**src/rtl/addsub_defs_pkg.sv**
```systemverilog
// Shared definitions for the pipelined add/subtract unit: opcode encoding,
// default geometry and the lane-split legality check used at elaboration.
package addsub_defs_pkg;

    localparam logic OP_ADD = 1'b0;
    localparam logic OP_SUB = 1'b1;

    localparam int DEF_WIDTH = 20;
    localparam int DEF_LANE  = 5;

    // Operands must split into a whole number of non-empty lanes.
    function automatic bit lane_split_ok(input int width, input int lane);
        return (lane > 0) && (width >= lane) && ((width % lane) == 0);
    endfunction

endpackage

```
**src/rtl/lane_adder.sv**
```systemverilog
// Combinational LANE-bit ripple adder built from onebit_adder cells.
// Also exposes the carry into its MSB so the caller can form signed overflow.
module lane_adder #(
    parameter int LANE = 5
) (
    input  logic [LANE-1:0] a_i,
    input  logic [LANE-1:0] b_i,
    input  logic            cin_i,
    output logic [LANE-1:0] sum_o,
    output logic            cout_o,
    output logic            cmsb_o
);

    logic [LANE:0] carry;

    assign carry[0] = cin_i;

    for (genvar i = 0; i < LANE; i++) begin : g_bit
        onebit_adder u_bit (
            .a_i (a_i[i]),
            .b_i (b_i[i]),
            .c_i (carry[i]),
            .s_o (sum_o[i]),
            .c_o (carry[i+1])
        );
    end

    assign cout_o = carry[LANE];
    assign cmsb_o = carry[LANE-1];

endmodule

```
**src/rtl/onebit_adder.sv**
```systemverilog
// Single-bit full adder cell; the ripple element of lane_adder.
module onebit_adder (
    input  logic a_i,
    input  logic b_i,
    input  logic c_i,
    output logic s_o,
    output logic c_o
);

    assign s_o = a_i ^ b_i ^ c_i;
    assign c_o = (a_i & b_i) | (c_i & (a_i ^ b_i));

endmodule

```
**src/rtl/pipelined_addsub.sv**
```systemverilog
// Pipelined WIDTH-bit add/subtract: one LANE-bit ripple chunk per stage, carry
// registered between stages, valid/ready on both sides with a global advance.
module pipelined_addsub
    import addsub_defs_pkg::*;
#(
    parameter int WIDTH = DEF_WIDTH,
    parameter int LANE  = DEF_LANE
) (
    input  logic             clk,
    input  logic             rst_n,
    input  logic             in_valid,
    output logic             in_ready,
    input  logic [WIDTH-1:0] A,
    input  logic [WIDTH-1:0] B,
    input  logic             Cin,
    input  logic             sub,
    output logic             out_valid,
    input  logic             out_ready,
    output logic [WIDTH-1:0] Adder,
    output logic             Cout,
    output logic             Ovf,
    output logic             Zero
);

    localparam int STAGES = WIDTH / LANE;
    localparam logic [WIDTH-1:0] LANE_MASK = WIDTH'({LANE{1'b1}});

    if (!lane_split_ok(WIDTH, LANE)) begin : g_bad_split
        $error("pipelined_addsub: WIDTH must be a positive multiple of LANE");
    end

    logic             adv;

    // Inputs presented to each stage's lane adder (stage 0 from the ports).
    logic [WIDTH-1:0] st_a   [STAGES];
    logic [WIDTH-1:0] st_b   [STAGES];
    logic [WIDTH-1:0] st_r   [STAGES];
    logic             st_c   [STAGES];
    logic             st_v   [STAGES];

    logic [LANE-1:0]  sum_d  [STAGES];
    logic             cout_d [STAGES];
    logic             cmsb_d [STAGES];
    logic [WIDTH-1:0] res_d  [STAGES];

    // a_q/b_q are the operand skew chain, r_q the result deskew chain.
    logic [WIDTH-1:0] a_q     [STAGES];
    logic [WIDTH-1:0] b_q     [STAGES];
    logic [WIDTH-1:0] r_q     [STAGES];
    logic             carry_q [STAGES];
    logic             vld_q   [STAGES];
    logic             ovf_q;
    logic             zero_q;

    for (genvar k = 0; k < STAGES; k++) begin : g_stage
        if (k == 0) begin : g_entry
            assign st_a[k] = A;
            assign st_b[k] = (sub == OP_SUB) ? ~B : B;
            assign st_c[k] = (sub == OP_ADD) ? Cin : ~Cin;
            assign st_r[k] = '0;
            assign st_v[k] = in_valid;
        end else begin : g_chain
            assign st_a[k] = a_q[k-1];
            assign st_b[k] = b_q[k-1];
            assign st_c[k] = carry_q[k-1];
            assign st_r[k] = r_q[k-1];
            assign st_v[k] = vld_q[k-1];
        end

        lane_adder #(.LANE(LANE)) u_lane (
            .a_i    (st_a[k][k*LANE +: LANE]),
            .b_i    (st_b[k][k*LANE +: LANE]),
            .cin_i  (st_c[k]),
            .sum_o  (sum_d[k]),
            .cout_o (cout_d[k]),
            .cmsb_o (cmsb_d[k])
        );

        assign res_d[k] = (st_r[k] & ~(LANE_MASK << (k*LANE)))
                        | (WIDTH'(sum_d[k]) << (k*LANE));
    end

    // A full output slot blocks everything upstream, bubbles included.
    assign adv      = !vld_q[STAGES-1] || out_ready;
    assign in_ready = adv;

    always_ff @(posedge clk or negedge rst_n) begin
        if (!rst_n) begin
            for (int k = 0; k < STAGES; k++) begin
                vld_q[k]   <= 1'b0;
                a_q[k]     <= '0;
                b_q[k]     <= '0;
                r_q[k]     <= '0;
                carry_q[k] <= 1'b0;
            end
            ovf_q  <= 1'b0;
            zero_q <= 1'b0;
        end else if (adv) begin
            for (int k = 0; k < STAGES; k++) begin
                vld_q[k]   <= st_v[k];
                a_q[k]     <= st_a[k];
                b_q[k]     <= st_b[k];
                r_q[k]     <= res_d[k];
                carry_q[k] <= cout_d[k];
            end
            ovf_q  <= cout_d[STAGES-1] ^ cmsb_d[STAGES-1];
            zero_q <= ~|res_d[STAGES-1];
        end
    end

    assign out_valid = vld_q[STAGES-1];
    assign Adder     = r_q[STAGES-1];
    assign Cout      = carry_q[STAGES-1];
    assign Ovf       = ovf_q;
    assign Zero      = zero_q;

endmodule

```
**config.mk**
```make
export PLATFORM = sky130hd
export DESIGN_NAME = pipelined_addsub
export DESIGN_NICKNAME = d
export VERILOG_FILES = /design/src/rtl/addsub_defs_pkg.sv /design/src/rtl/lane_adder.sv /design/src/rtl/onebit_adder.sv /design/src/rtl/pipelined_addsub.sv
export SDC_FILE = /design/constraint.sdc
export NUM_CORES = 1
export LEC_CHECK = 0
export CAP_MARGIN = 15
export CORE_ASPECT_RATIO = 1.2
export CORE_MARGIN = 4
export CORE_UTILIZATION = 49
export CTS_CLUSTER_SIZE = 8
export DETAILED_ROUTE_END_ITERATION = 8
export PLACE_DENSITY = 0.72
export SLEW_MARGIN = 40
export SYNTH_ARGS = -nofsm -noshare
export SYNTH_HDL_FRONTEND = slang
export SYNTH_SLANG_ARGS = --single-unit
```
**constraint.sdc**
```tcl
create_clock -name clk -period 6.35 [get_ports clk]
set_clock_uncertainty 0.05 [all_clocks]
set_input_delay 1.27 -clock clk [delete_from_list [all_inputs] [get_ports clk]]
set_output_delay 1.27 -clock clk [all_outputs]
set_load 0.01 [all_outputs]
```
After elaboration in Yosys (flattened, before gate mapping)
Cells that the tools add are included.

cells by class
  mux-type cells = 2
  reductions and logical operators = 4
  bitwise operators = 106

operator list
  operator            count
  $xor A1 B1 Y1       41
  $and A1 B1 Y1       40
  $mux W20            1
  $not A20 Y20        1
  $or A1 B1 Y1        20
  $or A15 B20 Y20     1
  $reduce_or A20 Y1   1
  $or A10 B15 Y15     1
  $or A5 B10 Y10      1
  $logic_not A1 Y1    2
  $logic_or A1 B1 Y1  1
  $mux W1             1
  $not A1 Y1          1

storage, ports and cells
  input port bits = 46
  register bits after elaboration = 180
  output and inout bits = 25

Longest topological paths before layout
  word-level depth = 13
  gate-level depth with buffers = 11
  depth with buffers taken out = 10

Modules after synthesis
Synthesis repeated with hierarchy kept, for this count alone.

second synthesis, totals
  cell total of the unflattened synthesis = 345
  area total of the unflattened synthesis = 5,582.9 um2

modules (own cells, without submodules)
  module            times used  seq. area each (um2)  cells an instance  area an instance (um2)
  pipelined_addsub  1           3,002.9               325                5,182.5
  onebit_adder      20          0.0                   1                  20.0

Least setup slack after synthesis
Ideal clock, no wire load.

  path kind = input port to flip-flop
  start point = input sub
  end point = register r_q[64] in the netlist's numbering
  library setup time = 0.125 ns
  data arrival time = 3.939 ns
  stages = 10
  path buffers = 2
  required time = 6.175 ns
  slack = 2.236 ns
  cells stage by stage = clkbuf_1 buf_4 xnor2_1 fa_1 fa_1 fa_1 fa_1 inv_1 fa_1 mux2_2

between the ends
  cells in the longest elaborated chain, start to end = 11

ends and longest elaborated chain
  item                                      RTL line                 source
  from (decl)                               pipelined_addsub.sv:16   input logic sub,
  $mux W20                                  pipelined_addsub.sv:58   assign st_b[k] = (sub == OP_SUB) ? ~B : B;
  $xor A1 B1 Y1                             onebit_adder.sv:11       assign c_o = (a_i & b_i) | (c_i & (a_i ^ b_i));
  $and A1 B1 Y1                             onebit_adder.sv:11
  $or A1 B1 Y1                              onebit_adder.sv:11
  $and A1 B1 Y1                             onebit_adder.sv:11
  $or A1 B1 Y1                              onebit_adder.sv:11
  $and A1 B1 Y1                             onebit_adder.sv:11
  $or A1 B1 Y1                              onebit_adder.sv:11
  $and A1 B1 Y1                             onebit_adder.sv:11
  $or A1 B1 Y1                              onebit_adder.sv:11
  $xor A1 B1 Y1 *                           onebit_adder.sv:10       assign s_o = a_i ^ b_i ^ c_i;
  via g_stage[0].u_lane.g_bit[4].u_bit.s_o  onebit_adder.sv:6        output logic s_o,
  to (signal, indexed assignment)           pipelined_addsub.sv:103  r_q[k] <= res_d[k];
  to (decl)                                 pipelined_addsub.sv:49   logic [WIDTH-1:0] r_q [STAGES];

Mark *: on every way through the listed nets, which the timed path passes. The rest lies on a longest branch.
A chain may end at the register's enable or synchronous reset.

Worst setup path in the final report
Same ends and word-level chain as after synthesis.

==> results.sh <==
export IMPL_status="completed"
export IMPL_core_sq_um=10600
export IMPL_final_max_slew_violation_count=0
export IMPL_min_delay_start="st_v[0]"
export IMPL_post_cts_resized=0
export IMPL_ys_flop_type="dfrtp_1"
export IMPL_synth_net_count=465
export IMPL_drt_wl_total_microns=9370
export IMPL_cts_root_buffer="clkbuf_16"
export IMPL_syn_inst=399
export IMPL_wl_per_cell_microns=15.8
export IMPL_drt_iter0_markers=98
export IMPL_fmax_mhz=233
export IMPL_busiest_layer="met2"
export IMPL_antenna_found_initial=0
export IMPL_crit_start="sub"
export IMPL_hold_viol=0
export IMPL_gr_total_overflow=0
export IMPL_layout_cells_non_filler=593
export IMPL_drv_cap=0
export IMPL_clock_sinks=120
export IMPL_hpwlAfterDp_microns=6190
export IMPL_drive_gt1_share_pct=24.6
export IMPL_synth_seq_area_share_pct=55.8
export IMPL_dr_pass1_iters=4
export IMPL_hp_class="flip-flop to flip-flop"
export IMPL_worstMarginPinSlew_ps=800
export IMPL_post_synth_top_area_cell="dfrtp_1"
export IMPL_yosysUniqueCellTypes=21
export IMPL_nets=517
export IMPL_rows=41
export IMPL_area_growth_pct=20.9
export IMPL_grt_use_total_pct=16.4
export IMPL_cp_required_ps=6590
export IMPL_yosysMostFrequentCell="dfrtp_1"
export IMPL_drc_errors=0
export IMPL_diodes=0
export IMPL_ctsHoldBuffers=0
export IMPL_path_class="input port to flip-flop"
export IMPL_grt_setup_unrepaired="no"
export IMPL_cts_inserted_buffers=17
export IMPL_dieArea_sq_um=12700
export IMPL_dieHeight_microns=123
export IMPL_gr_usage_met3_pct=5.42
export IMPL_critPathMaxFanout=21
export IMPL_cts_buffer_depth=2
export IMPL_tns_ps=0
export IMPL_cts_max_level=4
export IMPL_crit_path_max_incr_delay_ps=450
export IMPL_synthTopCellsByArea="dfrtp_1 56%, mux2_2 16%, fa_1 7.4%, buf_4 3.1%, xnor2_1 2.9%"
export IMPL_end_kind="flip-flop"
export IMPL_p_leak_nw=2.78
export IMPL_timing_rr_start="a_q[35]"
export IMPL_gp_congestion=0.715
export IMPL_grt_pass1_vias=3233
export IMPL_num_vias=2972
export IMPL_ant_nets=0
export IMPL_finalCritPeriodShare_pct=67.6
export IMPL_synth_edf_count=0
export IMPL_synth_top_area_share_pct=55.8
export IMPL_peakVddDrop_mv=0.282
export IMPL_startpoint_type="input port"
export IMPL_syn_area_sq_um=5380
export IMPL_cts_clk_slew_worst_paths_ps=50
export IMPL_finalSetupViolCount=0
export IMPL_asyncSetResetFlopFracSynth_pct=100
export IMPL_crit_chain="clkdlybuf4s50_1 > buf_4 > xnor2_1 > fa_1 > fa_1 > fa_1 > fa_1 > inv_1 > fa_1 > mux2_2"
export IMPL_dp_cells=561
export IMPL_p_per_area_nw_per_um2=519
export IMPL_gr_usage_met2_pct=27.6
export IMPL_worstSkewPairLatency_ps=410
export IMPL_io_pin_count=71
export IMPL_synth_warnings=0
export IMPL_numPortBuffers=70
export IMPL_critPathTopFamily="adder cells"
export IMPL_ys_ff_latch=120
export IMPL_ys_top_cells_by_count="120 x dfrtp_1, 78 x mux2_2, 28 x nor2_1"
export IMPL_dp_slack_ps=1600
export IMPL_syn_area_per_cell_sq_um=13.5
export IMPL_final_util_pct=61.3
export IMPL_grt_max_degree=85
export IMPL_grt_util_met1_pct=19.4
export IMPL_slew_limit_headroom_pct=46.7
export IMPL_crit_arrival_ps=4540
export IMPL_via_per_inst=5.01
export IMPL_finalPower_mw=3.38
export IMPL_setup_ws_ps=2050
export IMPL_cts_tree="built"
export IMPL_postCtsSetupBuffers=0
export IMPL_initial_core_util_pct=50.7
export IMPL_fin_crit_ps=4300
export IMPL_critPathSlowestCell="clkdlybuf4s50_1"
export IMPL_grt_pass1_wl_microns=16000
export IMPL_cp_common_cell="fa_1"
export IMPL_path_buf_inv=3
export IMPL_die_x_microns=104
[sequential cells by signal, indices dropped and copies added (netlist names)]
| signal | count |
|---|---|
| Adder | 20 |
| Cout | 1 |
| Ovf | 1 |
| Zero | 1 |
| a_q | 30 |
| b_q | 30 |
| carry_q | 3 |
| out_valid | 1 |
| r_q | 30 |
| st_v | 3 |
[per-layer routing]
metal  vias to the layer above  part of all wire, %
li1                       1399                    -
met1                      1504                   41
met2                        55                   53
met3                        14                  3.8
met4                         0                  1.7
met5                         -                    0
[worst paths after layout]
check                            end  slack (ps)  cells past startpoint
setup reg to reg                Zero        3240                      9
setup / recovery             r_q[64]        2050                     10
min in group asynchronous    b_q[67]         790                      1
max in group asynchronous    b_q[51]        4340                      2
hold reg to reg            out_valid         420                      1
hold / removal             out_valid         420                      1
[power by group]
group          switching [mW]  total [mW]  leakage, nW  internal [mW]
Sequential              0.198        1.31         1.38           1.11
Clock                   0.315       0.964        0.299          0.649
Combinational           0.497        1.10         1.10          0.607
[final cells by class]
class                   instances  area (sq um)
repair buffers                 74           736
clock buffers                  26           529
clock inverters                 6          85.1
flip-flops and latches        120          3000
fillers                       830          4110
well taps                     129           161
inverters                      27           101
multi-input cells             211          1890
[through the flow]
stage / hold WS, ps / cell area [sq um]
global route: 453 / 6510
CTS: 417 / 6500
global placement: 408 / 5890
floorplan: 380 / 5380
detailed placement: 407 / 5890
finish: 416 / 6510
[placed cells by master, fill, tap and decap left out, drive strengths merged, types with 15 or more instances in the layout]
cell type	netlist	layout
clkbuf	10	26
inv	27	27
a21oi	27	27
nor2	28	28
nand2	15	15
xnor2	18	18
mux2	78	78
fa	20	20
dfrtp	120	120
clkdlybuf4s50	0	69
[cells by family (layout without fill, tap and decap cells)]
logic type / after synthesis / in the layout / synth area share [%]
AOI/OAI and AO/OA: 41 / 41 / 3.88
xor gates and xnor gates: 22 / 22 / 3.58
adders and majority gates: 20 / 20 / 7.44
buffers and inverters: 68 / 133 / 9.04
DFF: 120 / 120 / 55.8
muxes: 78 / 78 / 16.3
and+or+nand+nor: 50 / 50 / 3.95
No activity file was read; power rests on OpenSTA's default activity.
==> RTL edit 1: new RTL, same settings <==
The package constant `DEF_WIDTH` goes from 20 to 30.
--- a/src/rtl/addsub_defs_pkg.sv
+++ b/src/rtl/addsub_defs_pkg.sv
@@ -7,3 +7,3 @@
 
-    localparam int DEF_WIDTH = 20;
+    localparam int DEF_WIDTH = 30;
     localparam int DEF_LANE  = 5;
Interface: changed (resized A, Adder and B); port bits go from 71 to 101. The function was not compared with the original's and may differ.
==> RTL edit 1 against the unedited design <==
- wire length increased by 110%
- worst setup slack better by 20 ps
- sequential cell count up 149
- largest power group unchanged
- count of clock-buffer cells in the layout increased by 13
- utilization fell by 2.7 points
- critical endpoint is now in_ready
- total power rose by 96%
- sequential power is 120% higher
- sequential share of layout area grew 4.7 points
- first-iteration DRC count grew to 4.6 times the old value
- cell count grew to 2.7 times the old value
- synthesized area rose by 110%
- final area rose by 100%
==> RTL edit 1: results (changes against the unedited design) <==
hold-critical path endpoint: Adder[19]$_DFFE_PN0P_
layout cells sized above 1: 0.0439 (-0.202)
DR WL met3: 875 µm (+140%)
Overall Global Routing Usage: 0.160 (-0.00421)
drt pass-1 iters: 7 (+3)
Num CTS Buffers: 39 (+22)
largest net degree at the start of global routing: 154 (+81%)
top flop regs: a_q x75, b_q x75, r_q x75
DP Worst Slack: 1670 ps (+69.3 ps)
combinational cell fraction of total power: 0.300 (-0.027)
detailed-route via count: 7359 (+150%)
Ys Warns: 0 (unchanged)
clk buf depth: 3 (+1)
hold path start: Adder[19]$_DFFE_PN0P_
WL per Instance: 12.5 µm (-21%)
met2 WL post-DR: 8.69 mm (+75%)
Int Pwr: 4420 µW (+86%)
Fill cells: 1982 (+140%)
Net Count, Synth: 1314 (+180%)
GR Layer Usage met1: 0.234 (+0.0392)
hold path cells: 2 (+1)
crit path max fanout: 112 (+430%)
Detailed Route Iter0 Violations: 451 (+360%)
Psw: 2220 µW (+120%)
Worst Path Arrival: 2960 ps (-1580 ps)
port bufs: 100 (+43%)
first-pass GRT wire length: 34.7 mm (+120%)
M1 WL: 9.54 mm (+150%)
GR Layer Usage met3: 0.0298 (-0.0244)
hold_ws: 408 ps (-7.76 ps)
Skew-Pair Late Insertion Delay: 500 ps (+90 ps)
RD Place Congestion: 0.758 (+6.0%)
reg2reg path depth: 9 (unchanged)
H-tree Lvls: 2 (-2)
DPL Wire Length: 12.6 mm (+100%)
P_leak: 0.00668 µW (+140%)
post-route setup slack: 2070 ps (+19.9 ps)
status: completed
worst vdd ir: 221 µV (-22%)
power share of the clock group: 0.258 (-0.027)
top post-synthesis cells by count: 656 x nand2_1, 269 x dfrtp_1, 54 x buf_4
GR Layer Usage met2: 0.239 (-0.0373)
Slew Limit Headroom: 0.568 (+0.101)
largest cells by area after synthesis: dfrtp_1 59%, nand2_1 22%, fa_1 5.3%
vias in the first global route: 7305 (+130%)
R2R Setup Slk: 3430 ps (+190 ps)
r2r startpoint: a_q[55]$_DFFE_PN0P_
# diodes: 0 (unchanged)
register area share after synthesis: 0.593 (+0.0355)
-- RTL edit 1: changes by cell type in the layout (fill, tap and decap cells not counted), sizes merged, moves of 7 or more --
cell	before	now
a21oi	27	20
clkbuf	26	39
clkdlybuf4s50	69	98
dfrtp	120	269
fa	20	30
inv	27	42
mux2	78	0
nand2	15	656
o21ai	13	44
xnor2	18	28
-- RTL edit 1: how the worst max path moves through the flow --
stage / start / endpoint / depth (start not counted)
after floorplan: sub / r_q[154]$_DFFE_PN0P_ / 11
after global placement: sub / r_q[154]$_DFFE_PN0P_ / 10
after detailed placement: sub / r_q[154]$_DFFE_PN0P_ / 10
after CTS: out_ready / in_ready / 4
after global routing: out_ready / in_ready / 4
final: out_ready / in_ready / 4
-- RTL edit 1: cells by family after synthesis --
family | after synthesis | synth area share
compound gates | 65 | 0.0297
xor+xnor | 32 | 0.0247
fa+ha+maj | 30 | 0.0529
buf+inv | 134 | 0.0683
flops | 269 | 0.593
simple gates | 688 | 0.231
-- RTL edit 1: layout make-up --
cell class,count,area share
repair buffers,109,0.0863
well taps,310,0.0293
multi-input cells,815,0.290
clock buffers,39,0.0736
inverters,41,0.0122
flip-flops and latches,269,0.508
clock inverters,2,0.00104
-- RTL edit 1: through the flow --
| stage | instance area, µm² | std cells |
|---|---|---|
| after floorplan | 11300 | 1218 |
| after detailed placement | 12200 | 1543 |
| after global placement | 12200 | 1541 |
| after global routing | 13300 | 1585 |
| after CTS | 13200 | 1584 |
| final | 13300 | 1585 |
-- RTL edit 1: worst max-delay path: stages --
cell             delay (ps)
clkdlybuf4s50_1         500
nor2b_4                  80
inv_8                   370
clkdlybuf4s50_1         650
==> RTL edit 2: new RTL, same settings <==
Made on the original files. Put one more register stage on the output `Ovf`, without a reset. The value now appears one clock later. The other outputs are not delayed to match.
--- a/src/rtl/pipelined_addsub.sv
+++ b/src/rtl/pipelined_addsub.sv
@@ -113,3 +113,5 @@
     assign Cout      = carry_q[STAGES-1];
-    assign Ovf       = ovf_q;
+    always_ff @(posedge clk) begin
+        Ovf <= ovf_q;
+    end
     assign Zero      = zero_q;
Function: changed (Yosys sat finds a counterexample within 10 cycles, from zero or initial values and one cycle with rst_n low).
==> RTL edit 2 against the unedited design <==
- total power up 11%
- wire length up 2.9%
- worst setup slack worse by 5.7 ps
- sequential share of layout area down 3.2 points
- combinational power up 28%
- first-iteration DRC count down 3.1%
- final area up 8.2%
- synthesized area up 8.6%
- sequential cell count up 1
- critical path type unchanged
- critical endpoint unchanged
- largest cell class unchanged
- largest power group is now combinational logic
==> RTL edit 2: results (changes against the unedited design) <==
Synth Area in Adders: 0.0685 (-0.00589)
Detailed Route Iter0 Violations: 95 (-3.1%)
RD Place Congestion: 0.755 (+5.5%)
GR Layer Usage met1: 0.198 (+0.00408)
worst vdd ir: 261 µV (-7.5%)
Psw: 1120 µW (+11%)
Net Count, Synth: 466 (+0.22%)
Avg Inst Size Synth: 14.6 µm² (+8.3%)
Core ar.: 11600 µm² (+9.4%)
vias in the first global route: 3185 (-1.5%)
GR Layer Usage met3: 0.0494 (-0.00481)
WL per Instance: 15.5 µm (-2.2%)
M1 WL: 4.21 mm (+8.5%)
largest net degree at the start of global routing: 69 (-19%)
Placed Area: 6410 µm² (+8.8%)
DR WL met3: 369 µm (+2.8%)
status: completed
Synth Area in Compound Gates: 0.0531 (+0.0143)
top post-synthesis cells by count: 120 x dfrtp_1, 78 x mux2_4, 27 x inv_1
Synth Area in XOR/XNOR: 0.0330 (-0.00283)
first-pass GRT wire length: 16.1 mm (+0.91%)
Nets: 520 (+0.58%)
layout cells sized above 1: 0.340 (+0.0948)
P_leak: 0.00319 µW (+15%)
register area share after synthesis: 0.517 (-0.0408)
GR Layer Usage met2: 0.249 (-0.0265)
dpl cells: 591 (+5.3%)
Overall Global Routing Usage: 0.155 (-0.00884)
share of synthesized flip-flops with an asynchronous set or reset: 0.992 (-0.00826)
DPL Wire Length: 6.51 mm (+5.1%)
Distinct cells, synth: 23 (+9.5%)
met2 WL post-DR: 4.93 mm (-0.58%)
R2R Setup Slk: 3260 ps (+20 ps)
worst slew pin tran: 714 ps (-85.5 ps)
## RTL edit 2: final timing paths
check                      cells after the start                start                    end
setup / recovery                              10                  sub    r_q[64]$_DFFE_PN0P_
hold / removal                                 0    ovf_q$_DFFE_PN0P_            Ovf$_DFF_P_
setup reg to reg                               9  a_q[35]$_DFFE_PN0P_       Zero$_DFFE_PN0P_
hold reg to reg                                0    ovf_q$_DFFE_PN0P_            Ovf$_DFF_P_
max in group asynchronous                      2                rst_n    a_q[77]$_DFFE_PN0P_
min in group asynchronous                      1                rst_n  Adder[18]$_DFFE_PN0P_
## RTL edit 2: final cells by class
| cell class | instances | area (µm²) | share of cell area |
|---|---|---|---|
| Clock inverter | 8 | 143 | 0.0202 |
| Inverter | 27 | 101 | 0.0144 |
| Timing Repair Buffer | 76 | 772 | 0.110 |
| Sequential cell | 121 | 3020 | 0.429 |
| Tap cell | 157 | 196 | 0.0279 |
| Multi-Input combinational cell | 211 | 2340 | 0.332 |
| Clock buffer | 24 | 472 | 0.0670 |
## RTL edit 2: cells by family after synthesis
| kind of cell | Yosys count |
|---|---|
| DFF | 121 |
| muxes | 78 |
| buffers and inverters | 68 |
| and+or+nand+nor | 50 |
| AOI/OAI and AO/OA | 41 |
| xor gates and xnor gates | 22 |
| adders and majority gates | 20 |
## RTL edit 2: power by group through the flow
stage	logic, µW	clock network, µW	registers [µW]
after floorplan	1180	0	1290
after global placement	1370	0	1350
after detailed placement	1410	0	1370
after CTS	1430	1010	1360
after global routing	1550	1050	1410
final	1410	990	1360
## RTL edit 2: through the flow
stage	power (µW)	setup slack (ps)	utilization	hold WS (ps)
after floorplan	2470	2250	-	298
after global placement	2720	1700	0.550	306
after detailed placement	2770	1620	0.551	328
after CTS	3800	1890	0.604	340
after global routing	4000	1970	0.606	340
final	3760	2050	0.606	336
